### src/rtl/hazard_ctrl.sv
// Pipeline sequencing controller: decides each cycle whether PC and stage registers
// advance, hold or take a bubble (load-use, ID redirects, dmem waits with timeout).
module hazard_ctrl #(
  parameter int REG_ADDR_WIDTH = 5,
  parameter int CNT_WIDTH      = 32,
  parameter int MEM_TIMEOUT    = 16
) (
  input  logic                      clk,
  input  logic                      rst_n,
  input  logic [6:0]                IF_ID_inst_opcode,
  input  logic [REG_ADDR_WIDTH-1:0] IF_ID_rs1,
  input  logic [REG_ADDR_WIDTH-1:0] IF_ID_rs2,
  input  logic [6:0]                ID_EX_inst_opcode,
  input  logic                      ID_EX_reg_wr_en,
  input  logic [REG_ADDR_WIDTH-1:0] ID_EX_rd,
  input  logic                      branch_taken,
  input  logic                      dmem_req,
  input  logic                      dmem_ack,
  output logic                      pc_wr_en,
  output logic                      IF_ID_wr_en,
  output logic                      IF_ID_flush,
  output logic                      ID_EX_flush,
  output logic                      EX_MEM_wr_en,
  output logic                      MEM_WB_wr_en,
  output logic                      mem_err,
  output logic [CNT_WIDTH-1:0]      stall_cnt,
  output logic [CNT_WIDTH-1:0]      flush_cnt,
  output logic                      state_dbg
);

  localparam logic [6:0] OP_LW     = 7'b0000011;
  localparam logic [6:0] OP_SW     = 7'b0100011;
  localparam logic [6:0] OP_R_TYPE = 7'b0110011;
  localparam logic [6:0] OP_BEQ    = 7'b1100011;
  localparam logic [6:0] OP_JAL    = 7'b1101111;

  localparam logic [0:0] RUN      = 1'b0;
  localparam logic [0:0] MEM_WAIT = 1'b1;

  localparam logic [7:0]           WAIT_LAST = 8'(MEM_TIMEOUT - 1);
  localparam logic [CNT_WIDTH-1:0] CNT_MAX   = '1;
  localparam logic [CNT_WIDTH-1:0] CNT_ONE   = CNT_WIDTH'(1);

  logic [0:0] state, state_nxt;
  logic [7:0] wait_cnt, wait_cnt_nxt;
  logic       err_set;
  logic       rs1_used, rs2_used, hz, mw, timeout;

  // Only a load in EX can stall; ALU results reach ID through forwarding.
  always_comb begin
    rs1_used = (IF_ID_inst_opcode != OP_JAL);
    rs2_used = (IF_ID_inst_opcode == OP_R_TYPE) || (IF_ID_inst_opcode == OP_SW) ||
               (IF_ID_inst_opcode == OP_BEQ);
    hz = (ID_EX_inst_opcode == OP_LW) && ID_EX_reg_wr_en && (ID_EX_rd != '0) &&
         ((rs1_used && (ID_EX_rd == IF_ID_rs1)) || (rs2_used && (ID_EX_rd == IF_ID_rs2)));
    timeout = (state == MEM_WAIT) && (wait_cnt == WAIT_LAST);
    mw      = dmem_req && !dmem_ack && !timeout;
  end

  always_comb begin
    pc_wr_en     = 1'b1;
    IF_ID_wr_en  = 1'b1;
    IF_ID_flush  = 1'b0;
    ID_EX_flush  = 1'b0;
    EX_MEM_wr_en = 1'b1;
    MEM_WB_wr_en = 1'b1;
    if (!rst_n) begin
      pc_wr_en     = 1'b0;
      IF_ID_wr_en  = 1'b0;
      IF_ID_flush  = 1'b1;
      ID_EX_flush  = 1'b1;
      EX_MEM_wr_en = 1'b0;
      MEM_WB_wr_en = 1'b0;
    end else if (mw) begin
      pc_wr_en     = 1'b0;
      IF_ID_wr_en  = 1'b0;
      EX_MEM_wr_en = 1'b0;
      MEM_WB_wr_en = 1'b0;
    end else if (hz) begin
      // Branch operands are not valid yet, so the redirect re-resolves next cycle.
      pc_wr_en    = 1'b0;
      IF_ID_wr_en = 1'b0;
      ID_EX_flush = 1'b1;
    end else begin
      IF_ID_flush = branch_taken;
    end
  end

  always_comb begin
    state_nxt    = state;
    wait_cnt_nxt = wait_cnt;
    err_set      = 1'b0;
    case (state)
      RUN: begin
        if (dmem_req && !dmem_ack) begin
          state_nxt    = MEM_WAIT;
          wait_cnt_nxt = 8'd1;
        end
      end
      MEM_WAIT: begin
        if (mw) begin
          wait_cnt_nxt = wait_cnt + 8'd1;
        end else begin
          state_nxt    = RUN;
          wait_cnt_nxt = 8'd0;
          err_set      = timeout;
        end
      end
      default: begin
        state_nxt    = RUN;
        wait_cnt_nxt = 8'd0;
      end
    endcase
  end

  always_ff @(posedge clk or negedge rst_n) begin
    if (!rst_n) begin
      state     <= RUN;
      wait_cnt  <= 8'd0;
      mem_err   <= 1'b0;
      stall_cnt <= '0;
      flush_cnt <= '0;
    end else begin
      state    <= state_nxt;
      wait_cnt <= wait_cnt_nxt;
      if (err_set) mem_err <= 1'b1;
      if (!pc_wr_en && (stall_cnt != CNT_MAX)) stall_cnt <= stall_cnt + CNT_ONE;
      if (IF_ID_flush && (flush_cnt != CNT_MAX)) flush_cnt <= flush_cnt + CNT_ONE;
    end
  end

  assign state_dbg = state[0];

endmodule

### config.mk
export PLATFORM = sky130hd
export DESIGN_NAME = hazard_ctrl
export DESIGN_NICKNAME = d
export VERILOG_FILES = /design/src/rtl/hazard_ctrl.sv
export SDC_FILE = /design/constraint.sdc
export NUM_CORES = 1
export LEC_CHECK = 0
export CAP_MARGIN = 20
export CORE_AREA = 2 2 103 105
export DETAILED_ROUTE_END_ITERATION = 6
export DIE_AREA = 0 0 105 107
export GPL_TIMING_DRIVEN = 0
export PLACE_DENSITY_LB_ADDON = 0.15
export SLEW_MARGIN = 20
export SYNTH_ARGS = -nofsm -noshare
export SYNTH_HDL_FRONTEND = slang
export SYNTH_SLANG_ARGS = --single-unit
### constraint.sdc
create_clock -name clk -period 2.15 [get_ports clk]
set_input_delay 0.3225 -clock clk [delete_from_list [all_inputs] [get_ports clk]]
set_output_delay 0.3225 -clock clk [all_outputs]
set_load 0.05 [all_outputs]
==> out/results.ini, run 1 <==
[power]
cellLeakagePower_nw = 2.62
power_density_mw_per_mm2 = 788
vdd_ir_drop_max_uv = 933
total_power_mw = 5.10

[global_routing]
overflow = 0
grt_pass1_wl_um = 17700
grtUsageTotal = 0.195
grt_pass1_vias = 3534
grt_max_degree = 43
antenna_found_initial = 0

[yosys]
synth_ff_type = dfrtp_1
synthTopCellsByArea = dfrtp_1 (47%), xor2_1 (11%), xnor2_1 (5.1%)
async_flop_share = 1.00
ys_seq_elements = 74
synth_cell_types = 44
synthCells = 384
ys_seq_area_frac = 0.467
synth_area_leader_cell = dfrtp_1
syn_nets = 422
syn_area_mm2 = 0.00397
ys_top_cells_by_count = dfrtp_1 (74), xor2_1 (48), nand4_1 (28), nand2_1 (27), nand3_1 (27)
synth_most_common_cell = dfrtp_1
avgSynthCellArea_um2 = 10.3
yosys_warnings = 0
synth-edff-count = 0
synth_top_area_share = 0.467

[placement]
placedCellCount = 627
hpwl_um = 7240
place_area_mm2 = 0.00547
place.gp.congestion = 0.803
portBuffers = 106

[finish]
nets = 576
fillers = 822
diodes = 0
areaGrowthSynthToFinish_pct = 63.1
seq_area_mm2 = 0.00187
multiInputGateArea_mm2 = 0.00255
finalNonFillerCells = 679
drive_gt1_frac = 0.320
final_cell_area_mm2 = 0.00647

[sta]
whs_ns = 0.471
fmax_mhz = 399
hold_viol = 0
max_slew_margin = 0.396
setup_viol = 66
finalCritPeriodShare = 1.17
post-route-min-period_ns = 2.51
worst_pin_slew_ns = 0.898
skew_ns = 0.00791
finalMaxSlewViolations = 0
worst_slack_ns = -0.358
rsz0062_at_grt = true

[clock_tree]
cts.sinks = 74
clk_pin_slew_ns = 0.08
clk_latency_ns = 0.35
cts_tree = yes
htreeDepth = 3
clockBufferDepth = 2
cts_inserted_buffers = 9
cts-root-buf = clkbuf_8

[floorplanning]
initial_core_util = 0.393
die_area_mm2 = 0.0112
core_mm2 = 0.0101
ioPinCount = 107
chipWidth_um = 105
die-height_um = 107
fp-row-count = 37

[worst_setup_path]
cp-start-kind = flop
ff2ff_setup_slack_ns = -0.31
startpoint = wait_cnt[5]
path_class = flop to primary output
ff2ff_path_depth = 8
cp_max_fo = 4
reg2reg_to = flush_cnt[24]
required_ns = 1.83
r2r_start = wait_cnt[5]
crit_arrival_ns = 2.19
worst_setup_path_end_kind = primary output

[worst_hold_path]
whs_endpoint = flush_cnt[13]
min_from = flush_cnt[13]
hold_class = flop to flop
min_path_cells = 1

[status]
violations = setup timing
status = complete, but fails checks

[route]
drc = 0
drt_iter0_markers = 122
vias = 3570
wire_per_inst_um = 16.1
vias_per_cell = 5.26
detail-route-antenna-nets = 0
detail_route.first_pass.iterations = 5
drt_wl_total_um = 10900

[flow_run]
max_cap_viol_count = 0

## state kept, by name, indices dropped and copies added (netlist names)
register	count
stall_cnt	32
wait_cnt	8
flush_cnt	32
state_dbg	1
mem_err	1
## cells by family after synthesis
group / count (synthesis) / synth area share
buffers and inverters: 22 / 0.0318
AO/OA/AOI/OAI: 24 / 0.0419
flip-flops: 74 / 0.467
AND/OR/NAND/NOR: 187 / 0.285
adder cells (fa/ha/maj): 3 / 0.00946
XOR/XNOR: 71 / 0.157
multiplexers: 3 / 0.00851
## per-layer routing
layer / track usage / vias to the layer above / wire [µm] / share of wire
met5: 0 / - / 0 / 0
met4: 0.0724 / 0 / 182 / 0.017
met3: 0.0334 / 15 / 409 / 0.037
met2: 0.339 / 91 / 5580 / 0.51
met1: 0.244 / 1780 / 4750 / 0.43
li1: - / 1684 / - / -
## per-stage QoR
| stage | setup TNS, ns | utilization | worst slack [ns] |
|---|---|---|---|
| floorplan | -8.98 | - | -0.245 |
| global placement | -336.27 | 0.539 | -3.32 |
| detailed placement | -47.05 | 0.542 | -1.41 |
| CTS | -11.59 | 0.611 | -0.391 |
| global route | -18.77 | 0.642 | -0.481 |
| finish | -9.53 | 0.642 | -0.358 |
## critical path, cell delays in order, from the launching register on
cell and delay, ns:
dfrtp_1 0.39, or4b_4 0.56, nor3b_4 0.23, buf_4 0.16
o21ai_4 0.08, nor2_4 0.17, buf_6 0.12, buf_8 0.13
## what timing repair did
item,in CTS,in global routing
resized for setup,109,53
hold buffers,2,0
pin swaps,41,36
buffers inserted,18,17
gates cloned,3,0
setup endpoints to repair,69,75
endpoints found under the hold margin,35,0
## layout by cell type, fill, tap and decap left out, drive strengths merged, types with 2 or more instances in the layout
cell	count
clkdlybuf4s50	88
nor4b	3
nor2b	2
or4	2
clkdlybuf4s15	3
dlygate4sd2	3
nand3	27
nor3	22
dlymetal6s2s	2
or3	2
nand4	28
ha	3
xnor2	23
and3	17
clkinvlp	2
and4	3
clkbuf	13
xor2	48
and2	4
mux2	3
dfrtp	74
or2	3
nor3b	4
nor4	16
o21ai	13
clkinv	5
a21oi	3
buf	55
nor2	25
nand2	27
inv	7
## layout make-up
| class | count | share of cell area |
|---|---|---|
| Timing Repair Buffer | 145 | 0.230 |
| Clock inverter | 7 | 0.0108 |
| Tap cell | 136 | 0.0263 |
| Inverter | 8 | 0.00522 |
| Multi-Input combinational cell | 288 | 0.394 |
| Sequential cell | 74 | 0.289 |
| Buffer | 12 | 0.0253 |
| Clock buffer | 9 | 0.0191 |
## how the worst max path moves through the flow
stage | slack (ns) | to | cells after the start
2_1_floorplan | -0.25 | pc_wr_en | 5
3_3_place_gp | -3.32 | pc_wr_en | 5
3_5_place_dp | -1.41 | IF_ID_flush | 9
4_1_cts | -0.39 | IF_ID_flush | 7
5_1_grt | -0.48 | pc_wr_en | 7
6_report | -0.36 | pc_wr_en | 7
## where the power goes
part	total, mW	switching [mW]	internal, mW
Combinational	2.09	1.28	0.802
Sequential	1.93	0.313	1.61
Clock	1.09	0.555	0.534
(Power assumes the default switching activity.)
==> run 2: changes to the inputs <==
--- a/config.mk
+++ b/config.mk
@@ -11,5 +11,5 @@
 export DIE_AREA = 0 0 105 107
 export GPL_TIMING_DRIVEN = 0
-export PLACE_DENSITY_LB_ADDON = 0.15
+export PLACE_DENSITY = 0.77
 export SLEW_MARGIN = 20
 export SYNTH_ARGS = -nofsm -noshare
==> constraint.sdc (replaced) <==
create_clock -name clk -period 2.15 [get_ports clk]
set_input_delay 0.3225 -clock clk [delete_from_list [all_inputs] [get_ports clk]]
set_output_delay 0.3225 -clock clk [all_outputs]
set_load 0.005 [all_outputs]
==> run 2 against run 1 <==
Net effect: the run still ends with setup timing left; clock power is essentially flat; flip-flop and latch count is the same; fmax shrank 1.1%; via count grew 4.7%; routed wire length grew 13%; final cell count grew 1.2%; utilization grew 0.26 points.
==> out/results.ini, run 2 (synthesized netlist as in run 1, its figures left out) <==
[worst_setup_path]
reg2reg_to = flush_cnt[11]
required_ns = 2.41
cp_cell_sequence = or4b_4 > nor3b_4 > buf_6 > o21ai_4 > o21a_4 > buf_4 > clkbuf_16 > nor4b_4 > xor2_1
ff2ff_path_depth = 9
cp-start-kind = flop
startpoint = wait_cnt[5]
cp_max_fo = 5
crit_arrival_ns = 2.80
cp.buffers_inverters = 3
worst_setup_path_end_kind = flop
r2r_start = wait_cnt[5]
slowest_delay_ns = 0.56
path_depth = 9
ff2ff_setup_slack_ns = -0.39
crit_end = flush_cnt[11]
slowest_stage = or4b_4
cpLargestDelayFamily = simple AND/OR/NAND/NOR gates
path_class = flop to flop

[global_routing]
grt_pass1_wl_um = 19100
overflow = 0
antenna_found_initial = 0
grt_pass1_vias = 3818
grt_max_degree = 51
grtUsageTotal = 0.214

[route]
drt_iter0_markers = 167
detail-route-antenna-nets = 0
vias_per_cell = 5.44
drc = 0
drt_wl_total_um = 12400
detail_route.first_pass.iterations = 4
wire_per_inst_um = 18.1
vias = 3739

[sta]
skew_ns = 0.0116
tns_ns = -18.48
worst_slack_ns = -0.387
max_slew_margin = 0.392
rsz0062_at_grt = true
hold_viol = 0
post-route-min-period_ns = 2.54
setup_viol = 75
worst_pin_slew_ns = 0.905
finalCritPeriodShare = 1.18
fmax_mhz = 394
finalMaxSlewViolations = 0

[clock_tree]
cts_inserted_buffers = 9
clockBufferDepth = 2
htreeDepth = 3
cts.sinks = 74
clk_latency_ns = 0.35
cts_tree = yes
clk_pin_slew_ns = 0.08
cts-root-buf = clkbuf_8

[finish]
final_common_cell = clkdlybuf4s50_1
fillers = 752
areaGrowthSynthToFinish_pct = 63.8
seq_area_mm2 = 0.00186
multiInputGateArea_mm2 = 0.00256
diodes = 0
post-route-util = 0.644
layout_common_cells = clkdlybuf4s50_1 (88), dfrtp_1 (70), xor2_1 (48)
top_regs = flush_cnt x32, stall_cnt x32, wait_cnt x8
nets = 584
drive_gt1_frac = 0.292

[floorplanning]
core_mm2 = 0.0101
ioPinCount = 107
die_area_mm2 = 0.0112
initial_core_util = 0.393
chipWidth_um = 105
fp-row-count = 37
die-height_um = 107

[placement]
hpwl_um = 7190
portBuffers = 106
place.gp.congestion = 0.826

[power]
vdd_ir_drop_max_uv = 534
cellLeakagePower_nw = 2.61
power_density_mw_per_mm2 = 678

[status]
status = complete, but fails checks
violations = setup timing

[flow_run]
max_cap_viol_count = 0

[worst_hold_path]
hold_class = flop to flop

## run 2: changes by cell type in the layout (fill, tap and decap cells not counted), sizes merged
cell           change
clkdlybuf4s15      -3
clkbuf             -1
dlygate4sd2        +8
dlymetal6s2s       -2
bufbuf             -1
inv                +1
clkinvlp           -1
buf                +7
## run 2: how the worst min path moves through the flow
stage          startpoint            to  slack, ns  cells past startpoint
6_report          mem_err       mem_err       0.48                      1
5_1_grt           mem_err       mem_err       0.52                      1
4_1_cts           mem_err       mem_err       0.49                      1
3_5_place_dp        rst_n  flush_cnt[5]       0.27                      1
3_3_place_gp      mem_err       mem_err       0.46                      1
2_1_floorplan       rst_n  flush_cnt[0]       0.03                      0
## run 2: cell type report
type,instances,area share
Tap cell,136,0.0262
Timing Repair Buffer,153,0.238
Inverter,8,0.00539
Sequential cell,74,0.286
Buffer,12,0.0212
Clock buffer,9,0.0191
Multi-Input combinational cell,288,0.393
Clock inverter,7,0.0108
## run 2: report_power, final
group	internal [mW]	switching [mW]	total, mW
Combinational	0.785	0.603	1.39
Sequential	1.59	0.335	1.93
Clock	0.534	0.557	1.09
Total	2.91	1.49	4.41
## run 2: per-layer routing
layer	vias to the layer above	GRT usage	wire (µm)
met4	0	0.101	359
met2	141	0.380	6580
met1	1870	0.247	4920
li1	1699	-	-
met3	29	0.0426	541
met5	-	0	0
## run 2: timing repair
item,in CTS,in global routing
cloned,1,1
setup buffers,30,12
hold buffers,2,0
resized for setup,137,37
hold endpoints to repair,25,0
endpoints found under the setup margin,70,75
pin swaps,43,44
## run 2: stage by stage
| stage | worst slack, ns | cell area (µm²) | hold slack [ns] | power, mW | std cells |
|---|---|---|---|---|---|
| 5_1_grt | -0.477 | 6500 | 0.517 | 4.59 | 687 |
| 6_report | -0.387 | 6500 | 0.484 | 4.41 | 687 |
| 4_1_cts | -0.384 | 6210 | 0.490 | 4.27 | 675 |
| 2_1_floorplan | -0.0405 | 4020 | 0.0269 | 2.31 | 384 |
| 3_3_place_gp | -3.39 | 5250 | 0.463 | 2.94 | 626 |
| 3_5_place_dp | -1.17 | 5280 | 0.273 | 2.99 | 627 |
==> RTL change, RTL diff (flow settings as in run 2) <==
Make the reset (`rst_n`) synchronous in one clocked block.
--- a/src/rtl/hazard_ctrl.sv
+++ b/src/rtl/hazard_ctrl.sv
@@ -113,7 +113,7 @@
     endcase
   end
 
-  always_ff @(posedge clk or negedge rst_n) begin
+  always_ff @(posedge clk) begin
     if (!rst_n) begin
       state     <= RUN;
       wait_cnt  <= 8'd0;
Behaviour: differs if rst_n is asserted again (counterexample within 4 cycles, from zero or initial values and one cycle with rst_n low); with rst_n held inactive, the same outputs for 10 cycles.
==> RTL change against run 2 <==
Via count up 23%; non-clock buffer count increased by 19; setup slack gained 220 ps; final area decreased by 3.5%; first-iteration DRC count is 58% higher; the flow still finishes with violations (setup timing); register-to-register slack improved by 240 ps; synthesized area increased by 0.47%; sequential cell count is the same; critical path type is now reg2out; wire length increased by 10%.
Power is not compared: it rests on default switching activity, and its combinational part moved more than twofold at a synthesized area within 25%.
==> RTL change: results <==
sta:
  relSlewSlack: 0.5247
  fin_setup_tns_ps: -2251
  setup_violations: 31
  finalWorstSetupSlack_ps: -165.4
logic_synthesis:
  async_flop_share: 0
  synthMuxAreaShare: 0.05554
  ys_seq_area_frac: 0.3715
  ys_types: 53
  synth_compound_area_frac: 0.1453
  synthAdderAreaFrac: 0.009413
  synth_common_cells: "dfxtp_1 (74), nand2_1 (43), nor2_1 (39)"
  synth_area_leaders: "dfxtp_1 (37%), mux2i_1 (5.3%), nand4_1 (4.4%)"
  syn_nets: 524
cells_and_area:
  syn_to_final_growth_pct: 57.30
  nNetsFinal: 696
  num-fill-cells: 875
  seq_share: 0.2412
  largestRegisters: "flush_cnt: 32 flops, stall_cnt: 32 flops, wait_cnt: 8 flops"
  multi_input_area_share: 0.4259
  buffer_area_frac: 0.2695
  inverters: 14
  final-clk-cell-share: 0.02753
  multi_input_gates: 375
  n_clock_buffer: 10
  seq_cell_count: 74
worst_setup_path:
  cp_slowest_stage_delay_ps: 340
  arrival_ps: 1990
  worst_path_max_delay_cell: "dfxtp_2"
  r2r_end: "flush_cnt[22]"
  reg2reg_slack_ps: -150
  worstSetupEndpoint: "pc_wr_en"
detailed_routing:
  drt_iter0_drc: 264
  first_pass_iters: 5
  vias_per_cell: 5.789
  m1WireLength_mm: 5.598
  postRouteWirelength_mm: 13.64
  met2_length_mm: 6.751
  met3_length_um: 874
min_path:
  hold_start: "mem_err"
  holdPathStages: 2
  min_to: "mem_err"
run_status:
  status: "finished, violations left"
  violations: "setup timing"
placed_design:
  place_area_sq_um: 5221
  dp_hpwl_mm: 8.582
cts:
  postCtsSetupRepairBufs: 31
global_route:
  grt_max_degree: 12
  grt_pass1_vias: 4284
  grt_first_pass_wirelength_mm: 20.71
  track_usage: 0.2258
pwr:
  total_power_mw: 2.784
## RTL change: cell count changes after synthesis, sizes merged, moves of 16 or more
cell / before / now
mux2i: 0 / 21
nand2: 27 / 43
nand2b: 1 / 23
xor2: 48 / 13
dfxtp: 0 / 74
dfrtp: 74 / 0
a21oi: 3 / 29
## RTL change: per-layer routing
| layer | vias up | global-route usage |
|---|---|---|
| li1 | 2121 | - |
| met1 | 2238 | 0.2744 |
| met2 | 212 | 0.3919 |
| met3 | 43 | 0.04985 |
| met4 | 0 | 0.08190 |
| met5 | - | 0 |
## RTL change: metrics by stage
step           worst slack (ps)  hold WS [ps]  instances
2_1_floorplan            -2.438         443.8        486
3_3_place_gp              -1157         456.8        728
3_5_place_dp              -1165         466.6        728
4_1_cts                  -199.2         481.5        775
5_1_grt                  -215.3         500.1        797
6_report                 -165.4         482.7        797
